## config.mk

```make
export PLATFORM = sky130hd
export DESIGN_NAME = vedic_mult_seq
export DESIGN_NICKNAME = d
export VERILOG_FILES = /design/src/rtl/vedic_pkg.sv /design/src/rtl/vedic_mult.sv /design/src/rtl/vedic_mult_seq.sv
export SDC_FILE = /design/constraint.sdc
export NUM_CORES = 1
export LEC_CHECK = 0
export BUFFER_PORTS_ARGS = -buffer_cell sky130_fd_sc_hd__buf_2
export CAP_MARGIN = 20
export CORE_AREA = 2 2 118 120
export DETAILED_ROUTE_END_ITERATION = 10
export DIE_AREA = 0 0 120 122
export PLACE_DENSITY_LB_ADDON = 0.05
export REMOVE_ABC_BUFFERS = 1
export SLEW_MARGIN = 10
export SYNTH_ARGS = -nofsm -noshare
export SYNTH_HDL_FRONTEND = slang
export SYNTH_SLANG_ARGS = --single-unit
```

## constraint.sdc

```tcl
create_clock -name clk -period 20.2 [get_ports clk]
set_clock_uncertainty 0.1 [all_clocks]
set_input_delay 0 -clock clk [delete_from_list [all_inputs] [get_ports clk]]
set_output_delay 0 -clock clk [all_outputs]
set_load 0.03 [all_outputs]
```

## src/rtl/vedic_pkg.sv

```systemverilog
// Shared types for the sequential Vedic multiplier. These are the FSM state
// encoding and the partial-product step counter.
package vedic_pkg;

    typedef enum logic [1:0] {
        IDLE = 2'd0,
        MUL  = 2'd1,
        DONE = 2'd2
    } state_t;

    typedef logic [1:0] step_t;

    localparam step_t STEP_FIRST = 2'd0;
    localparam step_t STEP_LAST  = 2'd3;

endpackage : vedic_pkg

```

## src/rtl/vedic_mult.sv

```systemverilog
// Half-width unsigned multiplier. It is purely combinational, and the
// sequential top time-shares it across the four cross products.
module vedic_mult #(
    parameter int WIDTH = 8
) (
    input  logic [WIDTH-1:0]   a,
    input  logic [WIDTH-1:0]   b,
    output logic [2*WIDTH-1:0] p
);

    logic [2*WIDTH-1:0] a_ext_s;
    logic [2*WIDTH-1:0] b_ext_s;

    // Zero-extend first so the product is formed at full result width.
    always_comb begin
        a_ext_s = {{WIDTH{1'b0}}, a};
        b_ext_s = {{WIDTH{1'b0}}, b};
        p       = a_ext_s * b_ext_s;
    end

endmodule : vedic_mult

```

## src/rtl/vedic_mult_seq.sv

```systemverilog
// Sequential WIDTH x WIDTH unsigned multiplier. It builds the product from four
// half-width cross products on one shared multiplier, with valid/ready at both ends.
module vedic_mult_seq
    import vedic_pkg::*;
#(
    parameter int WIDTH = 16
) (
    input  logic               clk,
    input  logic               rst_n,
    input  logic               in_valid,
    output logic               in_ready,
    input  logic [WIDTH-1:0]   a,
    input  logic [WIDTH-1:0]   b,
    output logic               out_valid,
    input  logic               out_ready,
    output logic [2*WIDTH-1:0] out,
    output logic               busy
);

    localparam int HALF = WIDTH / 2;
    localparam int PW   = 2 * WIDTH;

    state_t           state_r;
    step_t            step_r;
    logic [WIDTH-1:0] a_r;
    logic [WIDTH-1:0] b_r;
    logic [PW-1:0]    acc_r;
    logic [PW-1:0]    out_r;
    logic             in_ready_r;
    logic             out_valid_r;
    logic             busy_r;

    logic [HALF-1:0]  mul_a_s;
    logic [HALF-1:0]  mul_b_s;
    logic [WIDTH-1:0] pp_s;
    logic [PW-1:0]    pp_ext_s;
    logic [PW-1:0]    pp_shift_s;
    logic [PW-1:0]    acc_next_s;

    // Step bit 1 picks the upper half of a, and step bit 0 picks the upper half of b.
    always_comb begin
        mul_a_s = step_r[1] ? a_r[WIDTH-1:HALF] : a_r[HALF-1:0];
        mul_b_s = step_r[0] ? b_r[WIDTH-1:HALF] : b_r[HALF-1:0];
    end

    vedic_mult #(
        .WIDTH(HALF)
    ) u_mult (
        .a (mul_a_s),
        .b (mul_b_s),
        .p (pp_s)
    );

    // Align the partial product to its weight. The full-width sum cannot overflow.
    always_comb begin
        pp_ext_s = {{WIDTH{1'b0}}, pp_s};
        case (step_r)
            2'd0:       pp_shift_s = pp_ext_s;
            2'd1, 2'd2: pp_shift_s = pp_ext_s << HALF;
            2'd3:       pp_shift_s = pp_ext_s << WIDTH;
            default:    pp_shift_s = pp_ext_s;
        endcase
        acc_next_s = acc_r + pp_shift_s;
    end

    // Control FSM. It also drives the datapath registers and all registered outputs.
    always_ff @(posedge clk or negedge rst_n) begin
        if (!rst_n) begin
            state_r     <= IDLE;
            step_r      <= STEP_FIRST;
            a_r         <= {WIDTH{1'b0}};
            b_r         <= {WIDTH{1'b0}};
            acc_r       <= {PW{1'b0}};
            out_r       <= {PW{1'b0}};
            in_ready_r  <= 1'b0;
            out_valid_r <= 1'b0;
            busy_r      <= 1'b0;
        end else begin
            case (state_r)
                IDLE: begin
                    if (in_valid && in_ready_r) begin
                        a_r        <= a;
                        b_r        <= b;
                        acc_r      <= {PW{1'b0}};
                        step_r     <= STEP_FIRST;
                        state_r    <= MUL;
                        in_ready_r <= 1'b0;
                        busy_r     <= 1'b1;
                    end else begin
                        in_ready_r <= 1'b1;
                        busy_r     <= 1'b0;
                    end
                end
                MUL: begin
                    acc_r  <= acc_next_s;
                    step_r <= step_r + 2'd1;
                    if (step_r == STEP_LAST) begin
                        state_r     <= DONE;
                        out_r       <= acc_next_s;
                        out_valid_r <= 1'b1;
                    end else begin
                        state_r     <= MUL;
                    end
                end
                DONE: begin
                    if (out_ready) begin
                        state_r     <= IDLE;
                        out_valid_r <= 1'b0;
                        in_ready_r  <= 1'b1;
                        busy_r      <= 1'b0;
                    end else begin
                        state_r     <= DONE;
                    end
                end
                default: begin
                    state_r     <= IDLE;
                    step_r      <= STEP_FIRST;
                    in_ready_r  <= 1'b0;
                    out_valid_r <= 1'b0;
                    busy_r      <= 1'b0;
                end
            endcase
        end
    end

    assign in_ready  = in_ready_r;
    assign out_valid = out_valid_r;
    assign out       = out_r;
    assign busy      = busy_r;

endmodule : vedic_mult_seq

```

==> results.json, run 1 <==
{
  "cts_htree_levels": 3,
  "synth_most_common_cell": "nand2_1",
  "crit_path_top_delay_cell": "mux2i_1",
  "run_status": "finished clean",
  "grt_antenna_before_repair": 0,
  "wirelength_microns": 18270,
  "drt_iter0_drc": 402,
  "dp_hpwl_microns": 13670,
  "drc": 0,
  "min_path_type": "in2async",
  "hold_violations": 0,
  "post-route-period-util": 0.3924,
  "drive_gt1_frac": 0.1185,
  "end_kind": "flip-flop",
  "synth_warnings": 0,
  "critPathMaxFanout": 11,
  "dieArea_sq_um": 14640,
  "postSynthAreaPerCell_sq_um": 8.584,
  "detail-route-antenna-nets": 0,
  "async_reset_ff_frac": 1.000,
  "ioPinCount": 71,
  "grt_pass1_vias": 6304,
  "synth.top_cell.area_share": 0.3264,
  "clkLatencyLatePin_ps": 360,
  "drv_slew": 0,
  "diodes": 0,
  "clk_pin_slew_ps": 70,
  "dp_slack_ps": 12310,
  "clock.fmax_mhz": 126.2,
  "cts_tree": "built",
  "grt_overflow": 0,
  "holdBufCountCts": 35,
  "chipWidth_microns": 120,
  "cts_buffers": 9,
  "ys_seq_area_frac": 0.3264,
  "gp_congestion": 0.9203,
  "cts_root_buffer": "clkbuf_16",
  "critPathMostFrequentCell": "fa_1",
  "arrival_ps": 8120,
  "cts.sinks": 103,
  "nFillCells": 1169,
  "post_cts_resized": 0,
  "rsz0062_at_grt": "no",
  "syn_area_sq_um": 7898,
  "synth_cell_types": 59,
  "maxSlewHeadroom": 0.4217,
  "areaGrowthSynthToFinish_pct": 14.84,
  "setup_violations": 0,
  "crit_type": "reg2reg",
  "firstDrtPassIters": 5,
  "synth_edf_count": 0,
  "cap_violations": 0,
  "cpPeakStageDelay_ps": 750,
  "synthTopCellsByCount": "179 x nand2_1, 103 x dfrtp_1, 73 x nor2_1",
  "syn_inst": 920,
  "routedWlPerCell_microns": 15.31,
  "port_buffers": 70,
  "synth_top_area_cell": "dfrtp_1",
  "yosys_register_bits": 103,
  "row_count": 43,
  "die_h_microns": 122,
  "cp-start-kind": "flip-flop",
  "track_usage": 0.2584,
  "coreArea_sq_um": 13500,
  "clk_path_buf_depth": 2,
  "vias": 6694,
  "setup_ws_ps": 12270,
  "grt_pass1_wl_microns": 30310,
  "worst_hold_slack_ps": 71.79,
  "ys_top_cells_by_area": "dfrtp_1 33%, ha_1 11%, fa_1 9.4%",
  "nets": 1150,
  "start_util": 0.5848,
  "synth_flop_cell": "dfrtp_1",
  "worstMarginPinSlew_ps": 843.3,
  "avgViaCountPerCell": 5.611,
  "postCtsSetupRepairBufs": 0,
  "setup_tns_ps": 0,
  "finalCriticalPeriod_ps": 7927,
  "grt_max_degree": 63,
  "crit_required_ps": 20390
}
==> layer usage <==
| metal | part of all wire | vias to the layer above | wire [microns] | global-route usage |
|---|---|---|---|---|
| met1 | 0.48 | 3207 | 8759 | 0.3668 |
| met5 | 0 | - | 0 | 0 |
| li1 | - | 3309 | - | - |
| met3 | 0.048 | 23 | 879 | 0.04775 |
| met2 | 0.45 | 155 | 8311 | 0.4048 |
| met4 | 0.018 | 0 | 320 | 0.07794 |
==> flip-flops by register name, indices dropped and copies added (netlist names) <==
signal     cells
a_r           16
acc_r         32
b_r           16
busy           1
in_ready       1
out           32
out_valid      1
state_r        2
step_r         2
==> through the flow <==
| stage | utilization | std cells | cell area, sq um |
|---|---|---|---|
| floorplan | - | 886 | 7762 |
| global placement | 0.6212 | 1141 | 8389 |
| detailed placement | 0.6212 | 1141 | 8389 |
| CTS | 0.6696 | 1192 | 9042 |
| global route | 0.6716 | 1193 | 9070 |
| finish | 0.6716 | 1193 | 9070 |
==> kinds of logic (layout without fill, tap and decap cells) <==
kind of cell    after synthesis  count (layout)  synth area share
fa+ha+maj                   106             106            0.2031
simple gates                369             369            0.2064
buf+inv                     101             194           0.04895
flops                       103             103            0.3264
xor+xnor                     30              30           0.03327
compound gates              195             195            0.1616
mux                          16              16           0.02028
==> worst paths after layout <==
| path | start | endpoint | slack (ps) | depth (start not counted) |
|---|---|---|---|---|
| max in group asynchronous | rst_n | step_r[0] | 18750 | 3 |
| hold / removal | rst_n | out[26] | 70 | 2 |
| min in group clk | a[2] | a_r[2] | 260 | 4 |
| setup reg to reg | step_r[1] | acc_r[31] | 12270 | 26 |
| hold reg to reg | out[19] | out[19] | 370 | 2 |
| setup / recovery | step_r[1] | acc_r[31] | 12270 | 26 |
==> placed cells by master, fill, tap and decap left out, types with 4 or more instances in the layout <==
cell	count
nand2_1	178
dfrtp_1	103
nor2_1	73
o21ai_0	72
ha_1	69
buf_2	69
inv_1	67
nand3_1	43
fa_1	37
dlygate4sd3_1	35
a21oi_1	31
a21o_1	21
xnor2_1	21
mux2i_1	16
and2_1	15
or2_2	14
o31ai_1	14
nor3_1	12
xor2_1	9
o21a_1	9
clkbuf_16	9
a22o_1	8
nor2b_1	7
nand4_1	6
buf_4	6
a31oi_1	4
inv_6	4
==> cell type report <==
type                            count  area [sq um]  area share
Clock inverter                      7         77.57    0.008553
Tap cell                          180         225.2     0.02483
Clock buffer                        9         225.2     0.02483
Timing Repair Buffer              111         768.2     0.08470
Inverter                           67         251.5     0.02773
Sequential cell                   103          2577      0.2842
Multi-Input combinational cell    716          4945      0.5452
==> critical path, delay by kind of cell (launching register included) <==
kind / cells / cell delay (ps)
fa+ha+maj: 6 / 2780
flops: 1 / 690
xor+xnor: 1 / 270
compound gates: 7 / 1820
simple gates: 8 / 1290
mux: 1 / 750
buf+inv: 3 / 150
Power of run 1 is not shown: default switching activity piles up to over one toggle a cycle in this logic, so the estimate is an artifact.
==> run 2, diff against run 1 <==
- CORE_AREA: 2 2 118 120 -> 2 2 123 125
- DIE_AREA: 0 0 120 122 -> 0 0 125 127
- clock period: 20.2 -> 7.1 ns (I/O delays scaled with it)
==> run 2 against run 1 <==
Wire length increased by 12%. First-iteration DRC count grew 9.5%. Design area rose by 7.1%. Via count rose by 4.5%. Global-route usage rose by 0.53 points. Sequential share of layout area down 1.9 points. Critical endpoint is now out[31].
==> results.json, run 2 (same netlist as run 1, synthesis figures left out) <==
{
  "run_status": "finished clean",
  "drc": 0,
  "finalCriticalPeriod_ps": 6844,
  "placed_area_sq_um": 8775,
  "clk_pin_slew_ps": 80,
  "grt_pass1_vias": 6833,
  "port_buffers": 70,
  "nets": 1204,
  "cts_tree": "built",
  "met1_usage": 0.3849,
  "crit_required_ps": 7300,
  "crit_type": "reg2reg",
  "end_kind": "flip-flop",
  "cp-start-kind": "flip-flop",
  "drv_slew": 0,
  "arrival_ps": 7040,
  "maxSlewHeadroom": 0.4824,
  "grtUsageMet3": 0.04271,
  "wirelength_microns": 20390,
  "firstDrtPassIters": 5,
  "dieArea_sq_um": 15880,
  "reg2reg_from": "step_r[1]",
  "vias": 6998,
  "start_util": 0.5475,
  "grt_max_degree": 66,
  "ioPinCount": 71,
  "clkLatencyLatePin_ps": 360,
  "dp_hpwl_microns": 15240,
  "worstMarginPinSlew_ps": 776.4,
  "areaGrowthSynthToFinish_pct": 23.00,
  "hold_violations": 0,
  "clock.fmax_mhz": 146.1,
  "worst_hold_slack_ps": 66.15,
  "grt_antenna_before_repair": 0,
  "die_h_microns": 127,
  "diodes": 0,
  "design_area_sq_um": 9714,
  "min_path_type": "in2async",
  "busiest_layer": "met2",
  "final_cell_mix": "178 x nand2_1, 102 x dfrtp_1, 71 x nor2_1",
  "gp_congestion": 0.9252,
  "cts_buffers": 9,
  "nFillCells": 1195,
  "reg2reg_depth": 29,
  "critPathMaxFanout": 8,
  "clk_path_buf_depth": 2,
  "chipWidth_microns": 125,
  "crit_path_top_delay_cell": "fa_1",
  "use_met2": 0.4153,
  "cts_htree_levels": 3,
  "coreArea_sq_um": 14420,
  "cap_violations": 0,
  "track_usage": 0.2637,
  "row_count": 44,
  "detail-route-antenna-nets": 0,
  "critPathMostFrequentCell": "fa_1",
  "startpoint": "step_r[1]",
  "grt_pass1_wl_microns": 33840,
  "routedWlPerCell_microns": 16.30,
  "final_common_cell": "nand2_1",
  "cts_root_buffer": "clkbuf_16",
  "setup_violations": 0,
  "avgViaCountPerCell": 5.594,
  "cpPeakStageDelay_ps": 530,
  "drive_gt1_frac": 0.1893,
  "drt_iter0_drc": 440,
  "grt_overflow": 0,
  "cts.sinks": 103,
  "post-route-period-util": 0.9640
}
==> run 2: changes by cell type in the layout (fill, tap and decap cells not counted), sizes merged <==
cell / before / now
inv: 71 / 70
buf: 76 / 130
clkbuf: 9 / 10
==> run 2: through the flow <==
stage                     worst slack (ps)  instances  setup TNS (ps)    util
after floorplan                      173.2        886               0       -
after global placement               88.61       1194               0  0.6083
after detailed placement            -48.08       1194          -136.5  0.6083
after CTS                            48.88       1245               0  0.6553
after global routing                -27.20       1251          -57.77  0.6735
final                                255.5       1251               0  0.6735
==> run 2: repair_timing <==
action | 4_1_cts | 5_1_grt
hold endpoints to repair | 79 | 0
setup buffers | 0 | 5
hold buffers | 35 | 0
endpoints found under the setup margin | 13 | 36
gates cloned | 0 | 0
gates resized for setup | 4 | 42
pin swaps | 0 | 12
==> run 2: critical path: cells and delay by family, from the launching register on <==
kind,cells,cell delay (ps)
adders and majority gates,6,2480
AOI/OAI and AO/OA,8,1800
and+or+nand+nor,7,990
buffers and inverters,6,660
DFF,1,460
xor gates and xnor gates,1,180
muxes,1,110
==> run 2: worst paths after layout <==
path                              to  slack (ps)
setup / recovery             out[31]         260
min in group clk             a_r[11]         260
max in group asynchronous     b_r[0]        5660
hold / removal             acc_r[14]          70
setup reg to reg             out[31]         260
hold reg to reg              out[22]         370
==> run 2: area by class of cell <==
cell class | count | area (sq um) | share of cell area
Multi-Input combinational cell | 716 | 5149 | 0.5300
Sequential cell | 103 | 2579 | 0.2655
Timing Repair Buffer | 165 | 1191 | 0.1226
Inverter | 67 | 251.5 | 0.02589
Clock buffer | 10 | 239.0 | 0.02460
Tap cell | 184 | 230.2 | 0.02370
Clock inverter | 6 | 75.07 | 0.007728
==> run 2: metal layers <==
layer,wire length (microns),vias up
li1,-,3411
met4,325,0
met5,0,-
met2,9277,200
met3,1097,25
met1,9686,3362
Power of run 2 is left out for the same reason.
==> run 3, diff against run 2 <==
- GPL_TIMING_DRIVEN: not set -> 0
==> run 3 against run 2 <==
Count of clock-buffer cells in the layout is the same. Setup slack lost 210 ps. Final cell count fell by 0.96%. First-iteration DRC count up 24%. Sequential share of layout area shrank 0.69 points. Non-clock buffer count fell by 12. Utilization up 2.0 points. Fmax decreased by 2.9%. Wire length down 1.3%. Design area increased by 2.9%. Critical path type unchanged. Critical endpoint unchanged.
==> results.json, run 3 (same netlist as run 1, synthesis figures left out) <==
{
  "post-route-period-util": 0.9933,
  "end_kind": "flip-flop",
  "finalCriticalPeriod_ps": 7052,
  "grt_pass1_wl_microns": 32990,
  "drv_slew": 0,
  "wirelength_microns": 20120,
  "clkLatencyLatePin_ps": 360,
  "path_delay_family": "adder cells",
  "clk_path_buf_depth": 2,
  "critPathMaxFanout": 8,
  "chipWidth_microns": 125,
  "maxSlewHeadroom": 0.5395,
  "routedWlPerCell_microns": 16.24,
  "setup_violations": 0,
  "cpPeakStageDelay_ps": 600,
  "reg2reg_to": "out[31]",
  "min_path_type": "in2async",
  "setup_ws_ps": 47.88,
  "firstDrtPassIters": 6,
  "cts_buffers": 9,
  "ioPinCount": 71,
  "reg2reg_from": "step_r[0]",
  "run_status": "finished clean",
  "final_cell_mix": "177 x nand2_1, 101 x dfrtp_1, 71 x nor2_1",
  "coreArea_sq_um": 14420,
  "critPathMostFrequentCell": "fa_1",
  "cts_tree": "built",
  "worstMarginPinSlew_ps": 689.3,
  "crit_required_ps": 7300,
  "detail-route-antenna-nets": 0,
  "areaGrowthSynthToFinish_pct": 26.60,
  "die_h_microns": 127,
  "drt_iter0_drc": 546,
  "grt_max_degree": 70,
  "drive_gt1_frac": 0.2152,
  "row_count": 44,
  "final_common_cell": "nand2_1",
  "crit_type": "reg2reg",
  "met1_usage": 0.3746,
  "drc": 0,
  "grt_pass1_vias": 6714,
  "vias": 6978,
  "hold_violations": 0,
  "avgViaCountPerCell": 5.632,
  "dieArea_sq_um": 15880,
  "crit_path_top_delay_cell": "dfrtp_4",
  "track_usage": 0.2555,
  "r2r_slack_ps": 50,
  "clk_pin_slew_ps": 70,
  "dp_hpwl_microns": 13980,
  "cts_htree_levels": 3,
  "use_met2": 0.4082,
  "start_util": 0.5475,
  "cp-start-kind": "flip-flop",
  "cts_root_buffer": "clkbuf_16",
  "gp_congestion": 0.8988,
  "reg2reg_depth": 27,
  "rsz0062_at_grt": "yes",
  "clock.fmax_mhz": 141.8,
  "nets": 1192,
  "busiest_layer": "met2",
  "diodes": 0,
  "cap_violations": 0,
  "arrival_ps": 7250,
  "dp_slack_ps": -1160,
  "cts.sinks": 103,
  "grt_overflow": 0,
  "grt_antenna_before_repair": 0,
  "setup_tns_ps": 0,
  "cp_num_buf_inv": 4,
  "grtUsageMet3": 0.02680,
  "port_buffers": 70
}
## run 3: changes by cell type in the layout (fill, tap and decap cells not counted), moves of 3 or more
cell	change
a21oi_1	-6
a21oi_2	+4
buf_4	-15
ha_1	-5
ha_4	+6
inv_1	-3
inv_2	+3
mux2i_1	-7
mux2i_4	+7
o21ai_2	+4
## run 3: final cells by class
type	count	area, sq um
clock buffer	10	229.0
sequential	103	2585
multi-input combinational	716	5463
clock inverter	6	92.59
fill	1128	4425
tap	184	230.2
inverter	67	251.5
timing repair buffer	153	1147
## run 3: how the worst max path moves through the flow
stage / endpoint / cells past startpoint / slack (ps) / start
finish: out[31] / 27 / 50 / step_r[0]
global route: out[31] / 26 / -170 / step_r[0]
CTS: out[30] / 24 / 8 / step_r[1]
detailed placement: out[31] / 26 / -1160 / step_r[1]
global placement: out[31] / 26 / -1140 / step_r[1]
floorplan: acc_r[31] / 26 / 170 / step_r[1]
## run 3: timing repair
action | 4_1_cts | 5_1_grt
resized for setup | 55 | 49
setup buffers | 25 | 18
hold buffers | 34 | 0
pin swaps | 14 | 31
hold endpoints to repair | 138 | 0
endpoints found under the setup margin | 43 | 34
## run 3: through the flow
stage | util | instance area [sq um] | hold WS (ps) | instances
detailed placement | 0.5867 | 8463 | -176.0 | 1146
finish | 0.6932 | 9998 | 2.538 | 1239
global placement | 0.5784 | 8343 | 89.00 | 1140
global route | 0.6932 | 9998 | 33.04 | 1239
CTS | 0.6669 | 9619 | 2.682 | 1221
floorplan | - | 7762 | -395.6 | 886
## run 3: routing by layer
layer	vias to the layer above	wire (microns)
met3	16	879
met1	3389	9695
met4	0	242
met2	180	9306
li1	3393	-
met5	-	0
Power of run 3 is left out for the same reason.
